`src/rtl/program_loader_pkg.sv`:
```
// ----------------------------------------------------------------------------
// program_loader_pkg
// Shared definitions for the program loader: default parameter values, the
// loader FSM state type and a word-index to byte-address helper.
// Ports: none (package).
// ----------------------------------------------------------------------------
package program_loader_pkg;

    localparam int unsigned DefMemoryDepth   = 32;
    localparam int unsigned DefTimeoutCycles = 1000;
    localparam logic [7:0]  DefSyncByte      = 8'hA5;

    typedef enum logic [2:0] {
        StIdle,
        StCount,
        StData,
        StCheck,
        StDone,
        StError
    } state_e;

    // Program memory is addressed like the PC: word index * 4.
    function automatic logic [31:0] word_byte_addr(input logic [31:0] idx);
        return idx << 2;
    endfunction

endpackage

```
`src/rtl/program_loader_if.sv`:
```
// ----------------------------------------------------------------------------
// program_loader_if
// Bundles the host byte link, the program memory write port and the loader
// status outputs.
//   rx_data/rx_valid/rx_ready : byte stream from host (accepted on valid&&ready)
//   mem_we/mem_addr/mem_wdata : program memory write port
//   cpu_hold                  : holds the processor in reset
//   load_done/load_error      : one-cycle completion pulses
// Modports:
//   master : environment side (host byte source, memory/status observer)
//   slave  : loader side
// ----------------------------------------------------------------------------
interface program_loader_if;

    logic [7:0]  rx_data;
    logic        rx_valid;
    logic        rx_ready;
    logic        mem_we;
    logic [31:0] mem_addr;
    logic [31:0] mem_wdata;
    logic        cpu_hold;
    logic        load_done;
    logic        load_error;

    modport master (
        output rx_data,
        output rx_valid,
        input  rx_ready,
        input  mem_we,
        input  mem_addr,
        input  mem_wdata,
        input  cpu_hold,
        input  load_done,
        input  load_error
    );

    modport slave (
        input  rx_data,
        input  rx_valid,
        output rx_ready,
        output mem_we,
        output mem_addr,
        output mem_wdata,
        output cpu_hold,
        output load_done,
        output load_error
    );

endinterface

```
`src/rtl/program_loader_word_assembler.sv`:
```
// ----------------------------------------------------------------------------
// program_loader_word_assembler
// Collects four bytes little-endian (first byte lands in [7:0]) into a 32-bit
// word. Only the first three bytes are stored; the word is completed
// combinationally with the fourth byte so word_ready_o coincides with it.
// Ports:
//   clk_i, rst_i   : clock, asynchronous active-high reset
//   clear_i        : restart assembly (drops any partial word)
//   byte_valid_i   : byte_i is consumed this cycle
//   byte_i         : incoming byte
//   word_o         : assembled word, valid while word_ready_o is high
//   word_ready_o   : pulse, fourth byte of a word consumed this cycle
// ----------------------------------------------------------------------------
module program_loader_word_assembler (
    input  logic        clk_i,
    input  logic        rst_i,
    input  logic        clear_i,
    input  logic        byte_valid_i,
    input  logic [7:0]  byte_i,
    output logic [31:0] word_o,
    output logic        word_ready_o
);

    logic [1:0]  cnt_q, cnt_d;
    logic [23:0] shift_q, shift_d;

    assign word_o       = {byte_i, shift_q};
    assign word_ready_o = byte_valid_i && (cnt_q == 2'd3);

    always_comb begin
        cnt_d   = cnt_q;
        shift_d = shift_q;
        if (clear_i) begin
            cnt_d   = 2'd0;
            shift_d = 24'd0;
        end else if (byte_valid_i) begin
            cnt_d   = cnt_q + 2'd1;
            shift_d = {byte_i, shift_q[23:8]};
        end
    end

    always_ff @(posedge clk_i or posedge rst_i) begin
        if (rst_i) begin
            cnt_q   <= 2'd0;
            shift_q <= 24'd0;
        end else begin
            cnt_q   <= cnt_d;
            shift_q <= shift_d;
        end
    end

endmodule

```
`src/rtl/program_loader.sv`:
```
// ----------------------------------------------------------------------------
// program_loader
// Receives a framed byte stream (SYNC, COUNT, COUNT*4 data bytes, CHECK) and
// writes the decoded 32-bit words into program memory at word index * 4.
// Holds the processor in reset from SYNC until a frame completes cleanly.
// Ports:
//   clk    : clock, rising edge
//   reset  : asynchronous active-high reset
//   bus    : program_loader_if.slave (byte link, memory write port, status)
// ----------------------------------------------------------------------------
module program_loader
    import program_loader_pkg::*;
#(
    parameter int unsigned MemoryDepth   = DefMemoryDepth,
    parameter int unsigned TimeoutCycles = DefTimeoutCycles,
    parameter logic [7:0]  SyncByte      = DefSyncByte
) (
    input  logic             clk,
    input  logic             reset,
    program_loader_if.slave  bus
);

    localparam int unsigned IdxW = $clog2(MemoryDepth + 1);
    localparam int unsigned TmrW = (TimeoutCycles > 2) ? $clog2(TimeoutCycles) : 1;

    state_e            state_q, state_d;
    logic [IdxW-1:0]   count_q, count_d;
    logic [IdxW-1:0]   idx_q, idx_d;
    logic [7:0]        sum_q, sum_d;
    logic [TmrW-1:0]   tmr_q, tmr_d;
    logic              hold_q, hold_d;
    logic              we_q, we_d;
    logic [31:0]       addr_q, addr_d;
    logic [31:0]       wdata_q, wdata_d;

    logic              rx_ready;
    logic              accept;
    logic              timeout_hit;
    logic              asm_clear;
    logic              asm_valid;
    logic [31:0]       asm_word;
    logic              asm_word_ready;

    assign rx_ready    = (state_q == StIdle) || (state_q == StCount) ||
                         (state_q == StData) || (state_q == StCheck);
    assign accept      = bus.rx_valid && rx_ready;
    assign timeout_hit = (tmr_q == TmrW'(TimeoutCycles - 1));
    assign asm_clear   = accept && (state_q == StCount);
    assign asm_valid   = accept && (state_q == StData);

    program_loader_word_assembler u_word_assembler (
        .clk_i        (clk),
        .rst_i        (reset),
        .clear_i      (asm_clear),
        .byte_valid_i (asm_valid),
        .byte_i       (bus.rx_data),
        .word_o       (asm_word),
        .word_ready_o (asm_word_ready)
    );

    // Write port registers: strobe one cycle after the fourth byte of a word;
    // address/data hold their last written values between strobes.
    always_comb begin
        we_d    = asm_word_ready;
        addr_d  = addr_q;
        wdata_d = wdata_q;
        if (asm_word_ready) begin
            addr_d  = word_byte_addr(32'(idx_q));
            wdata_d = asm_word;
        end
    end

    // Idle timer only runs inside a frame; any accepted byte restarts it.
    always_comb begin
        tmr_d = '0;
        if ((state_q == StCount) || (state_q == StData) || (state_q == StCheck)) begin
            tmr_d = accept ? '0 : tmr_q + TmrW'(1);
        end
    end

    always_comb begin
        state_d = state_q;
        count_d = count_q;
        idx_d   = idx_q;
        sum_d   = sum_q;
        hold_d  = hold_q;
        unique case (state_q)
            StIdle: begin
                if (accept && (bus.rx_data == SyncByte)) begin
                    state_d = StCount;
                    hold_d  = 1'b1;
                end
            end
            StCount: begin
                if (accept) begin
                    if ((bus.rx_data == 8'd0) || (32'(bus.rx_data) > MemoryDepth)) begin
                        state_d = StError;
                    end else begin
                        count_d = IdxW'(bus.rx_data);
                        idx_d   = '0;
                        sum_d   = 8'd0;
                        state_d = StData;
                    end
                end else if (timeout_hit) begin
                    state_d = StError;
                end
            end
            StData: begin
                if (accept) begin
                    sum_d = sum_q + bus.rx_data;
                    if (asm_word_ready) begin
                        idx_d = idx_q + IdxW'(1);
                        if (idx_q == count_q - IdxW'(1)) begin
                            state_d = StCheck;
                        end
                    end
                end else if (timeout_hit) begin
                    state_d = StError;
                end
            end
            StCheck: begin
                if (accept) begin
                    if (bus.rx_data == sum_q) begin
                        state_d = StDone;
                        hold_d  = 1'b0;
                    end else begin
                        state_d = StError;
                    end
                end else if (timeout_hit) begin
                    state_d = StError;
                end
            end
            StDone: begin
                state_d = StIdle;
            end
            StError: begin
                // cpu_hold deliberately left set: the image in memory is corrupt.
                state_d = StIdle;
            end
            default: begin
                state_d = StIdle;
            end
        endcase
    end

    always_ff @(posedge clk or posedge reset) begin
        if (reset) begin
            state_q <= StIdle;
            count_q <= '0;
            idx_q   <= '0;
            sum_q   <= 8'd0;
            tmr_q   <= '0;
            hold_q  <= 1'b0;
            we_q    <= 1'b0;
            addr_q  <= 32'd0;
            wdata_q <= 32'd0;
        end else begin
            state_q <= state_d;
            count_q <= count_d;
            idx_q   <= idx_d;
            sum_q   <= sum_d;
            tmr_q   <= tmr_d;
            hold_q  <= hold_d;
            we_q    <= we_d;
            addr_q  <= addr_d;
            wdata_q <= wdata_d;
        end
    end

    assign bus.rx_ready   = rx_ready;
    assign bus.mem_we     = we_q;
    assign bus.mem_addr   = addr_q;
    assign bus.mem_wdata  = wdata_q;
    assign bus.cpu_hold   = hold_q;
    assign bus.load_done  = (state_q == StDone);
    assign bus.load_error = (state_q == StError);

endmodule
```
`src/flat_wrapper.sv`:
```
// flat-port wrapper written by rule: the top's interface ports become plain ports
module program_loader_flat import program_loader_pkg::*;
#(
    parameter int unsigned MemoryDepth   = DefMemoryDepth,
    parameter int unsigned TimeoutCycles = DefTimeoutCycles,
    parameter logic [7:0]  SyncByte      = DefSyncByte
)
  (clk, reset, bus_rx_data, bus_rx_valid, bus_rx_ready, bus_mem_we, bus_mem_addr, bus_mem_wdata, bus_cpu_hold, bus_load_done, bus_load_error);
  program_loader_if bus_i ();
  input  logic clk;
  input  logic reset;
  input wire logic [$bits(bus_i.rx_data)-1:0] bus_rx_data;
  input wire logic [$bits(bus_i.rx_valid)-1:0] bus_rx_valid;
  output wire logic [$bits(bus_i.rx_ready)-1:0] bus_rx_ready;
  output wire logic [$bits(bus_i.mem_we)-1:0] bus_mem_we;
  output wire logic [$bits(bus_i.mem_addr)-1:0] bus_mem_addr;
  output wire logic [$bits(bus_i.mem_wdata)-1:0] bus_mem_wdata;
  output wire logic [$bits(bus_i.cpu_hold)-1:0] bus_cpu_hold;
  output wire logic [$bits(bus_i.load_done)-1:0] bus_load_done;
  output wire logic [$bits(bus_i.load_error)-1:0] bus_load_error;
  assign bus_i.rx_data = bus_rx_data;
  assign bus_i.rx_valid = bus_rx_valid;
  assign bus_rx_ready = bus_i.rx_ready;
  assign bus_mem_we = bus_i.mem_we;
  assign bus_mem_addr = bus_i.mem_addr;
  assign bus_mem_wdata = bus_i.mem_wdata;
  assign bus_cpu_hold = bus_i.cpu_hold;
  assign bus_load_done = bus_i.load_done;
  assign bus_load_error = bus_i.load_error;
  program_loader #(.MemoryDepth(MemoryDepth), .TimeoutCycles(TimeoutCycles), .SyncByte(SyncByte)) u_core (.clk(clk), .reset(reset), .bus(bus_i));
endmodule
```
`config.mk`:
```
export PLATFORM = sky130hd
export DESIGN_NAME = program_loader_flat
export DESIGN_NICKNAME = d
export VERILOG_FILES = /design/src/rtl/program_loader_pkg.sv /design/src/rtl/program_loader_if.sv /design/src/rtl/program_loader_word_assembler.sv /design/src/rtl/program_loader.sv /design/src/flat_wrapper.sv
export SDC_FILE = /design/constraint.sdc
export NUM_CORES = 1
export LEC_CHECK = 0
export ABC_AREA = 1
export ABC_CLOCK_PERIOD_IN_PS = 10050
export CORE_MARGIN = 2
export CORE_UTILIZATION = 45
export DETAILED_ROUTE_END_ITERATION = 6
export PLACE_DENSITY = 0.78
export SLEW_MARGIN = 10
export SYNTH_ARGS = -nofsm -noshare
export SYNTH_HDL_FRONTEND = slang
export SYNTH_SLANG_ARGS = --single-unit
export TNS_END_PERCENT = 50
```
`constraint.sdc`:
```
create_clock -name clk -period 10.05 [get_ports clk]
set_clock_uncertainty 0.2 [all_clocks]
set_input_delay 2.01 -clock clk [delete_from_list [all_inputs] [get_ports clk]]
set_output_delay 2.01 -clock clk [all_outputs]
set_load 0.05 [all_outputs]
```
==> results of run 1 <==
flip-flops by register name, indices dropped and copies added, names as in the netlist, 3 cells and up:
register,cells
u_core.bus.mem_wdata,32
u_core.count_q,6
u_core.state_q,3
u_core.bus.mem_addr,6
u_core.tmr_q,10
u_core.u_word_assembler.shift_q,24
u_core.sum_q,8
u_core.idx_q,6
critical path, stage by stage (launching register included):
cell and delay (ps):
dfrtp_1 480, inv_1 120, nor2_1 130, inv_1 80, nor2_1 90, clkdlybuf4s50_1 810
power groups by stage:
stage | clock, mW | sequential, mW | combinational (mW)
global placement | 0 | 0.562 | 0.504
global route | 0.299 | 0.570 | 0.589
CTS | 0.279 | 0.558 | 0.528
detailed placement | 0 | 0.565 | 0.523
finish | 0.274 | 0.559 | 0.527
floorplan | 0 | 0.619 | 0.344
cell type report:
cell class	instances	area (um^2)	share of cell area, %
flip-flops and latches	99	2480	43.8
multi-input cells	401	1990	35.2
repair buffers	54	538	9.52
inverters	67	254	4.50
well taps	140	175	3.10
clock buffers	9	124	2.19
clock inverters	7	91.3	1.62
cells by family after synthesis:
kind of cell,count (synthesis)
AO/OA/AOI/OAI,87
XOR/XNOR,10
adder cells (fa/ha/maj),12
buffers and inverters,109
flip-flops,99
other,1
AND/OR/NAND/NOR,266
per-layer routing:
layer,part of all wire (%),vias to the layer above
li1,-,1927
met1,45,1866
met2,49,112
met3,5.4,10
met4,1.2,0
met5,0,-
cells in the mapped netlist (all sizes together):
cell type and n:
nor2 35, o21bai 1, nand2 172, nor4 1
a22o 1, xor2 8, o22ai 2, a22oi 1
clkinv 2, a31oi 3, nand3 38, nor3b 2
or2 2, dfrtp 99, a21o 1, nor3 6
o21ai 61, ha 11, fa 1, o32ai 8
o211ai 1, clkbuf 11, nand4 10, a21oi 8
buf 31, xnor2 2, conb 1, inv 65
worst paths after layout:
| kind | slack (ps) | endpoint | cells past startpoint | start |
|---|---|---|---|---|
| worst max register to register | 7240 | u_core.idx_q[1]$_DFFE_PP0P_ | 10 | u_core.state_q[2]$_DFFE_PP0P_ |
| worst min-delay path | 280 | u_core.bus.mem_wdata[5]$_DFFE_PP0P_ | 2 | u_core.bus.mem_wdata[5]$_DFFE_PP0P_ |
| min in group asynchronous | 1770 | u_core.sum_q[1]$_DFFE_PP0P_ | 2 | reset |
| max in group asynchronous | 6700 | u_core.count_q[5]$_DFFE_PP0P_ | 3 | reset |
| worst max-delay path | 5750 | bus_load_error | 5 | u_core.state_q[0]$_DFFE_PP0P_ |
| worst min register to register | 280 | u_core.bus.mem_wdata[5]$_DFFE_PP0P_ | 2 | u_core.bus.mem_wdata[5]$_DFFE_PP0P_ |
metrics by stage:
| step | power [mW] | hold slack [ps] | setup WS (ps) | instances |
|---|---|---|---|---|
| after CTS | 1.37 | 282 | 5720 | 777 |
| after global routing | 1.46 | 303 | 5600 | 777 |
| after floorplan | 0.963 | 250 | 5250 | 609 |
| final | 1.36 | 281 | 5750 | 777 |
| after detailed placement | 1.09 | 259 | 5540 | 761 |
| after global placement | 1.07 | 258 | 5640 | 761 |
==> metrics.md, run 1 <==
| Metric | Value |
|---|---|
| Outcome | complete, no violations |
| Clock root buffer | clkbuf_8 |
| Synth Cell Area | 4900 um^2 |
| Final Hold Vio Count | 0 |
| Min Tclk post-route | 4300 ps |
| Die area | 11700 um^2 |
| RSZ-0062 raised after global routing | false |
| DR pass1 iterations | 6 |
| Sequential cell fraction of total power | 41.1% |
| M3 GR Usage | 4.34% |
| Io pins | 80 |
| Worst Path Required | 7840 ps |
| Xor/xnor share of the synthesized area | 1.79% |
| Avg Cell Area, Syn | 8.39 um^2 |
| Clk pwr share | 20.2% |
| Synth Instances | 584 |
| CTS H-tree lvls | 3 |
| YS warnings | 0 |
| Crit path launch type | register |
| Resized cells post-CTS | 0 |
| Core Region | 10700 um^2 |
| GR Util All Layers | 19.0% |
| Yosys cell types | 39 |
| Worst slew pin tran | 878 ps |
| Most frequent cells in the layout | nand2_1, dfrtp_1, inv_1, clkdlybuf4s50_1, o21ai_0 |
| Area grow syn2layout | 15.4% |
| Initial Utilization | 45.6% |
| # clock sinks | 99 |
| Detailed placement HPWL | 7410 um |
| Initial antenna violation count | 0 |
| Comb pwr share | 38.8% |
| Leak | 2.76 nW |
| Synth area leader | dfrtp_1 |
| Clock latency on the worst-skew pair | 370 ps |
| Slew margin rel. | 41.4% |
| WS Path Type | reg2out |
| Crit end category | output port |
| Die height | 108 um |
| Synth Area in Adders | 3.22% |
| Max Slew Vio Count | 0 |
| Setup bufs post-CTS | 0 |
| Final core occ | 52.6% |
| Vias per cell | 5.04 |
| Post-synthesis register bit count | 99 |
| Clock slew at reported path FFs | 110 ps |
| Global-route met1 utilization | 25.0% |
| Via count | 3915 |
| Sw Ratio | 42.7% |
| Post-Route WL | 10300 um |
| P_int | 0.779 mW |
| Portion of netlist area occupied by mux cells | 0% |
| Detail Route Antenna Nets | 0 |
| Max Buffers Root-to-Sink | 2 |
| Most common cell after layout, fill and taps aside | nand2_1 |
| CP max FO | 3 |
| Synth Area in Compound Gates | 10.3% |
| DP Area | 5440 um^2 |
| Top cell type's share of synthesized area | 50.6% |
| Register area share after synthesis | 50.6% |
| Fill cells | 1015 |
| First-pass GRT wire length | 17700 um |
| GP Congestion | 0.872 |
| CTS buffer count | 9 |
| FP Rows | 38 |
| Maxcap violations | 0 |
| Finished Cell Area | 5650 um^2 |
| Met2 usage | 31.4% |
| Largest family of logic cells by synthesized area | simple AND/OR/NAND/NOR gates |
| Crit share post-route | 42.8% |
| Endpoints failing setup | 0 |
| DR DRC count | 0 |
| CTS tree | done |
| Simple-Gate Fraction of Synth Area | 23.3% |
| Share of cells above drive strength 1 | 5.34% |
| Vias in the first global route | 3776 |
| Hold Buf Count CTS | 0 |
| Sw Pwr | 0.581 mW |
| Gr busiest metal | met2 |
| Pin count of the biggest net entering global routing | 71 |
| Grt total ovfl | 0 |
| Crit path DAT | 2090 ps |
| Max Freq | 233 MHz |
| N_diodes | 0 |
| Iter 0 DRT Violations | 282 |
| Worst vdd ir | 0.142 mV |
| Port Buf Inserts | 53 |
| Routed len/inst | 13.3 um |
| P per Cell Area | 241 nW/um^2 |
| DIE WIDTH | 108 um |
| HP Class | reg2reg |
| Area contributors post-synth | dfrtp_1, nand2_1, o21ai_0 |
| Fin nets | 655 |
| Setup TNS | 0 ps |
(Power assumes the default switching activity.)
==> run 2: changes to the inputs <==
Settings changed: ABC_CLOCK_PERIOD_IN_PS 10050 to 3600, PLACE_DENSITY 0.78 to 0.81.
Clock period 10.05 ns to 3.6 ns, I/O delays scaled along.
==> run 2 against run 1 <==
Effect of this change: global-route usage is 0.66 points higher; worst hold slack about the same; utilization is 0.23 points higher; cell area grew 0.44%; critical path type unchanged.
==> metrics.md, run 2 (synthesis gave the netlist of run 1 again) <==
| Metric | Value |
|---|---|
| Outcome | complete, no violations (unchanged) |
| Grt total ovfl | 0 (unchanged) |
| Slowest-stage cell, CP | clkdlybuf4s50_1 (unchanged) |
| Placement Setup Slack | 787 ps (was 5540 ps) |
| Hold path start | u_core.bus.mem_wdata[4]$_DFFE_PP0P_ (was u_core.bus.mem_wdata[5]$_DFFE_PP0P_) |
| Vias per cell | 5.11 (was 5.04) |
| Max stage delay on crit path | 800 ps (was 810 ps) |
| Hold slack | 281 ps (about the same) |
| WS Path Type | reg2out (unchanged) |
| Worst slew pin tran | 620 ps (was 878 ps) |
| FP Rows | 38 (unchanged) |
| Inst Count DP | 764 (was 761) |
| DR DRC count | 0 (unchanged) |
| Leak | 2.77 nW (was 2.76 nW) |
| Share of cells above drive strength 1 | 5.78% (was 5.34%) |
| Iter 0 DRT Violations | 354 (was 282) |
| Min-Delay Path Depth | 2 (unchanged) |
| Finished Cell Area | 5680 um^2 (was 5650 um^2) |
| Io pins | 80 (unchanged) |
| Final Hold Vio Count | 0 (unchanged) |
| Routed len/inst | 13.7 um (was 13.3 um) |
| Maxcap violations | 0 (unchanged) |
| Endpoints failing setup | 0 (unchanged) |
| Cell Chain, Critical Path | inv_1 -> nor2_1 -> inv_1 -> nor2_1 -> clkdlybuf4s50_1 (unchanged) |
| Hold Buf Count CTS | 0 (unchanged) |
| Initial Utilization | 45.6% (unchanged) |
| First-pass GRT wire length | 17900 um (was 17700 um) |
| Reg2Reg Launch Point | u_core.state_q[2]$_DFFE_PP0P_ (unchanged) |
| Clock latency on the worst-skew pair | 380 ps (was 370 ps) |
| Max reg flops | 32 (unchanged) |
| Resized cells post-CTS | 0 (unchanged) |
| Max Slew Vio Count | 0 (unchanged) |
| Final core occ | 52.8% (was 52.6%) |
| Hold endpoint | u_core.bus.mem_wdata[4]$_DFFE_PP0P_ (was u_core.bus.mem_wdata[5]$_DFFE_PP0P_) |
| Initial antenna violation count | 0 (unchanged) |
| Final Instance Count excl. Fillers | 780 (was 777) |
| Max Buffers Root-to-Sink | 2 (unchanged) |
| CTS buffer count | 9 (unchanged) |
| Total power | 3.82 mW (was 1.36 mW) |
| Setup TNS | 0 ps (unchanged) |
| DR pass1 iterations | 5 (was 6) |
| Die height | 108 um (unchanged) |
| GR Util All Layers | 19.7% (was 19.0%) |
| Buf/Inv on CP | 3 (unchanged) |
| GP Congestion | 0.840 (was 0.872) |
| Post-Route WL | 10700 um (was 10300 um) |
| RSZ-0062 raised after global routing | false (unchanged) |
| Area grow syn2layout | 15.9% (was 15.4%) |
| R2R cell count | 10 (unchanged) |
| Worst Path Required | 2680 ps (was 7840 ps) |
| Max Freq | 333 MHz |
| Pin count of the biggest net entering global routing | 65 (was 71) |
| DIE WIDTH | 108 um (unchanged) |
| CP max FO | 3 (unchanged) |
| R2R Setup Slk | 1220 ps (was 7240 ps) |
| Core Region | 10700 um^2 (unchanged) |
| # clock sinks | 99 (unchanged) |
| Crit path DAT | 2080 ps (was 2090 ps) |
| Family with the most delay on the worst path | buffers and inverters (unchanged) |
| Fill cells | 981 (was 1015) |
| CTS tree | done (unchanged) |
| Most frequent cells in the layout | nand2_1, dfrtp_1, inv_1, clkdlybuf4s50_1, o21ai_0 (unchanged) |
| N_diodes | 0 (unchanged) |
| Detail Route Antenna Nets | 0 (unchanged) |
| R2R Path End | u_core.idx_q[3]$_DFFE_PP0P_ (was u_core.idx_q[1]$_DFFE_PP0P_) |
| Min Tclk post-route | 3000 ps |
| P per Cell Area | 673 nW/um^2 (was 241 nW/um^2) |
| Crit end category | output port (unchanged) |
| Crit share post-route | 83.4% |
| Via count | 3989 (was 3915) |
| HP Class | reg2reg (unchanged) |
| Crit path launch type | register (unchanged) |
| Die area | 11700 um^2 (unchanged) |
| Fin nets | 658 (was 655) |
| Most common cell after layout, fill and taps aside | nand2_1 (unchanged) |
| Worst vdd ir | 0.296 mV (was 0.142 mV) |
| Slew margin rel. | 58.6% (was 41.4%) |
| Final WS setup | 596 ps (was 5750 ps) |
| CTS H-tree lvls | 3 (unchanged) |
| Setup bufs post-CTS | 0 (unchanged) |
| Detailed placement HPWL | 7730 um (was 7410 um) |
| DP Area | 5460 um^2 (was 5440 um^2) |
| Vias in the first global route | 3743 (was 3776) |
| Clock slew at reported path FFs | 100 ps (was 110 ps) |
| Clock root buffer | clkbuf_8 (unchanged) |
| Port Buf Inserts | 53 (unchanged) |
## run 2: cell types whose count changed in the layout (fill, tap and decap cells not counted)
cell / change
buf_4: +3
inv_6: -2
inv_8: +1
clkinv_4: +1
## run 2: routing by layer
metal / vias up / global-route usage, % / part of all wire [%]
met1: 1890 / 25.9 / 43
met5: - / 0 / 0
met4: 0 / 6.50 / 1.8
li1: 1930 / - / -
met2: 151 / 32.3 / 48
met3: 18 / 4.46 / 6.6
## run 2: area by class of cell
type / count / area [um^2] / area share (%)
Clock inverter: 7 / 93.8 / 1.65
Tap cell: 140 / 175 / 3.09
Inverter: 67 / 254 / 4.48
Timing Repair Buffer: 57 / 561 / 9.88
Clock buffer: 9 / 124 / 2.18
Sequential cell: 99 / 2480 / 43.7
Multi-Input combinational cell: 401 / 1990 / 35.1
## run 2: worst reg2reg max path: cells and delay by family (launching register included)
family          cells  cell delay, ps
simple gates        6            1280
buf+inv             2             220
flops               1             400
compound gates      2             180
## run 2: how the worst max path moves through the flow
stage	end	start	slack, ps	cells after the start
6_report	bus_load_error	u_core.state_q[0]$_DFFE_PP0P_	600	5
5_1_grt	bus_load_error	u_core.state_q[0]$_DFFE_PP0P_	450	5
4_1_cts	bus_load_error	u_core.state_q[0]$_DFFE_PP0P_	580	5
3_5_place_dp	u_core.sum_q[3]$_DFFE_PP0P_	bus_rx_valid	790	8
3_3_place_gp	u_core.u_word_assembler.cnt_q[1]$_DFFE_PP0P_	bus_rx_valid	860	4
2_1_floorplan	u_core.bus.cpu_hold$_DFFE_PP0P_	reset	90	1
## run 2: report_power, final
group	switching, mW	internal [mW]
registers	0.188	1.38
clock network	0.430	0.340
logic	1.02	0.457
==> run 3: changes to the inputs <==
Settings changed: ABC_CLOCK_PERIOD_IN_PS 3600 to 2800, PLACE_DENSITY 0.81 to 0.78.
Clock period 3.6 ns to 2.8 ns, I/O delays scaled along.
==> run 3 against run 2 <==
Effect of this change: total power up 31%; combinational power up 31%; largest power group unchanged; setup slack worse by 300 ps; clock-buffer cell count unchanged; utilization up 0.47 points; global-route usage up 0.36 points; critical endpoint is now bus_rx_ready; sequential share of layout area down 0.38 points; sequential power up 29%; register-to-register slack worse by 660 ps; highest routed layer unchanged; die area unchanged.
==> metrics.md, run 3 (synthesis gave the netlist of run 1 again) <==
| Metric | Value |
|---|---|
| Outcome | complete, no violations (unchanged) |
| Hold Buf Count CTS | 0 (unchanged) |
| Die height | 108 um (unchanged) |
| DIE WIDTH | 108 um (unchanged) |
| RSZ-0062 raised after global routing | false (unchanged) |
| Io pins | 80 (unchanged) |
| Post-Route WL | 10700 um (about the same) |
| Detailed placement HPWL | 7710 um (was 7730 um) |
| Vias per cell | 5.09 (was 5.11) |
| Final Hold Vio Count | 0 (unchanged) |
| Total power | 4.99 mW (was 3.82 mW) |
| Cell Chain, Critical Path | inv_2 -> clkdlybuf4s50_1 (was inv_1 -> nor2_1 -> inv_1 -> nor2_1 -> clkdlybuf4s50_1) |
| P per Cell Area | 872 nW/um^2 (was 673 nW/um^2) |
| Max Freq | 400 MHz |
| HP Class | reg2reg (unchanged) |
| Clock root buffer | clkbuf_8 (unchanged) |
| Clock latency on the worst-skew pair | 380 ps (about the same) |
| Slew margin rel. | 64.8% (was 58.6%) |
| Worst Path Required | 2040 ps (was 2680 ps) |
| GR Util All Layers | 20.0% (was 19.7%) |
| Share of cells above drive strength 1 | 6.38% (was 5.78%) |
| Initial antenna violation count | 0 (unchanged) |
| FP Rows | 38 (unchanged) |
| Crit path launch type | register (unchanged) |
| Endpoints failing setup | 0 (unchanged) |
| Port Buf Inserts | 53 (unchanged) |
| Crit end category | output port (unchanged) |
| Hold path start | u_core.bus.mem_wdata[5]$_DFFE_PP0P_ (was u_core.bus.mem_wdata[4]$_DFFE_PP0P_) |
| R2R Setup Slk | 560 ps (was 1220 ps) |
| Pin count of the biggest net entering global routing | 100 (was 65) |
| Reg2Reg Launch Point | u_core.state_q[2]$_DFFE_PP0P_ (unchanged) |
| Grt total ovfl | 0 (unchanged) |
| Die area | 11700 um^2 (unchanged) |
| Hold slack | 279 ps (was 281 ps) |
| N_diodes | 0 (unchanged) |
| R2R Path End | u_core.idx_q[4]$_DFFE_PP0P_ (was u_core.idx_q[3]$_DFFE_PP0P_) |
| Hold endpoint | u_core.bus.mem_wdata[5]$_DFFE_PP0P_ (was u_core.bus.mem_wdata[4]$_DFFE_PP0P_) |
| WS Path Type | reg2out (unchanged) |
| Setup bufs post-CTS | 0 (unchanged) |
| Vias in the first global route | 3904 (was 3743) |
| Area grow syn2layout | 16.9% (was 15.9%) |
| GP Congestion | 0.942 (was 0.840) |
| Max Slew Vio Count | 0 (unchanged) |
| Most common cell after layout, fill and taps aside | nand2_1 (unchanged) |
| CP max FO | 9 (was 3) |
| Detail Route Antenna Nets | 0 (unchanged) |
| DR DRC count | 0 (unchanged) |
| Crit path DAT | 1740 ps (was 2080 ps) |
| Max reg flops | 32 (unchanged) |
| Leak | 2.82 nW (was 2.77 nW) |
| First-pass GRT wire length | 18500 um (was 17900 um) |
| CTS tree | done (unchanged) |
| CTS buffer count | 9 (unchanged) |
| Max stage delay on crit path | 830 ps (was 800 ps) |
| Core Region | 10700 um^2 (unchanged) |
| Initial Utilization | 45.6% (unchanged) |
| R2R cell count | 10 (unchanged) |
| Min-Delay Path Depth | 2 (unchanged) |
| Slowest-stage cell, CP | clkdlybuf4s50_1 (unchanged) |
| Maxcap violations | 0 (unchanged) |
| DR pass1 iterations | 5 (unchanged) |
| Max Buffers Root-to-Sink | 2 (unchanged) |
| Most frequent cells in the layout | nand2_1, dfrtp_1, inv_1, clkdlybuf4s50_1, o21ai_0 (unchanged) |
| Fill cells | 993 (was 981) |
| CTS H-tree lvls | 3 (unchanged) |
| Min Tclk post-route | 2500 ps |
| Worst vdd ir | 0.445 mV (was 0.296 mV) |
| Iter 0 DRT Violations | 293 (was 354) |
| # clock sinks | 99 (unchanged) |
| Via count | 3982 (was 3989) |
| Fin nets | 661 (was 658) |
| Crit share post-route | 89.3% |
| Routed len/inst | 13.6 um (was 13.7 um) |
| Clock slew at reported path FFs | 110 ps (was 100 ps) |
| Setup TNS | 0 ps (unchanged) |
| Worst slew pin tran | 527 ps (was 620 ps) |
-- run 3: worst max-delay path, delay by kind of cell, from the launching register on --
kind	cells	cell delay [ps]
buf+inv	2	980
flops	1	400
-- run 3: worst max-delay path by stage --
stage	start	end	slack [ps]	cells past startpoint
3_5_place_dp	bus_rx_data[1]	u_core.idx_q[4]$_DFFE_PP0P_	250	11
2_1_floorplan	u_core.state_q[0]$_DFFE_PP0P_	bus_load_error	700	4
5_1_grt	u_core.state_q[2]$_DFFE_PP0P_	bus_rx_ready	220	2
3_3_place_gp	bus_rx_data[1]	u_core.idx_q[3]$_DFFE_PP0P_	320	11
4_1_cts	u_core.state_q[0]$_DFFE_PP0P_	bus_load_done	110	4
6_report	u_core.state_q[2]$_DFFE_PP0P_	bus_rx_ready	300	2
-- run 3: metrics by stage --
stage          setup slack [ps]  std cells  util (%)  cell area [um^2]
2_1_floorplan               696        609         -              5000
3_3_place_gp                319        767      51.1              5490
3_5_place_dp                251        767      51.1              5490
4_1_cts                     105        783      53.3              5720
5_1_grt                     216        783      53.3              5730
6_report                    299        783      53.3              5730
-- run 3: where the power goes --
group / internal [mW] / switching (mW)
clock: 0.446 / 0.574
combinational: 0.601 / 1.34
sequential: 1.77 / 0.252
total: 2.82 / 2.17
-- run 3: timing repair --
item                                    4_1_cts  5_1_grt
endpoints found under the setup margin        0        1
endpoints found under the hold margin         0        0
gates resized for setup                       0        1
-- run 3: cell type report --
type	instances	area [um^2]	area share (%)
Multi-Input combinational cell	401	1990	34.8
Inverter	67	255	4.46
Timing Repair Buffer	60	596	10.4
Clock inverter	7	108	1.88
Clock buffer	9	124	2.16
Sequential cell	99	2480	43.3
Tap cell	140	175	3.06
-- run 3: routing by layer --
layer,global-route usage [%],part of all wire [%],vias up
met3,4.28,5.7,21
li1,-,-,1931
met4,6.50,1.7,0
met5,0,0,-
met1,27.4,46,1906
met2,31.9,47,124
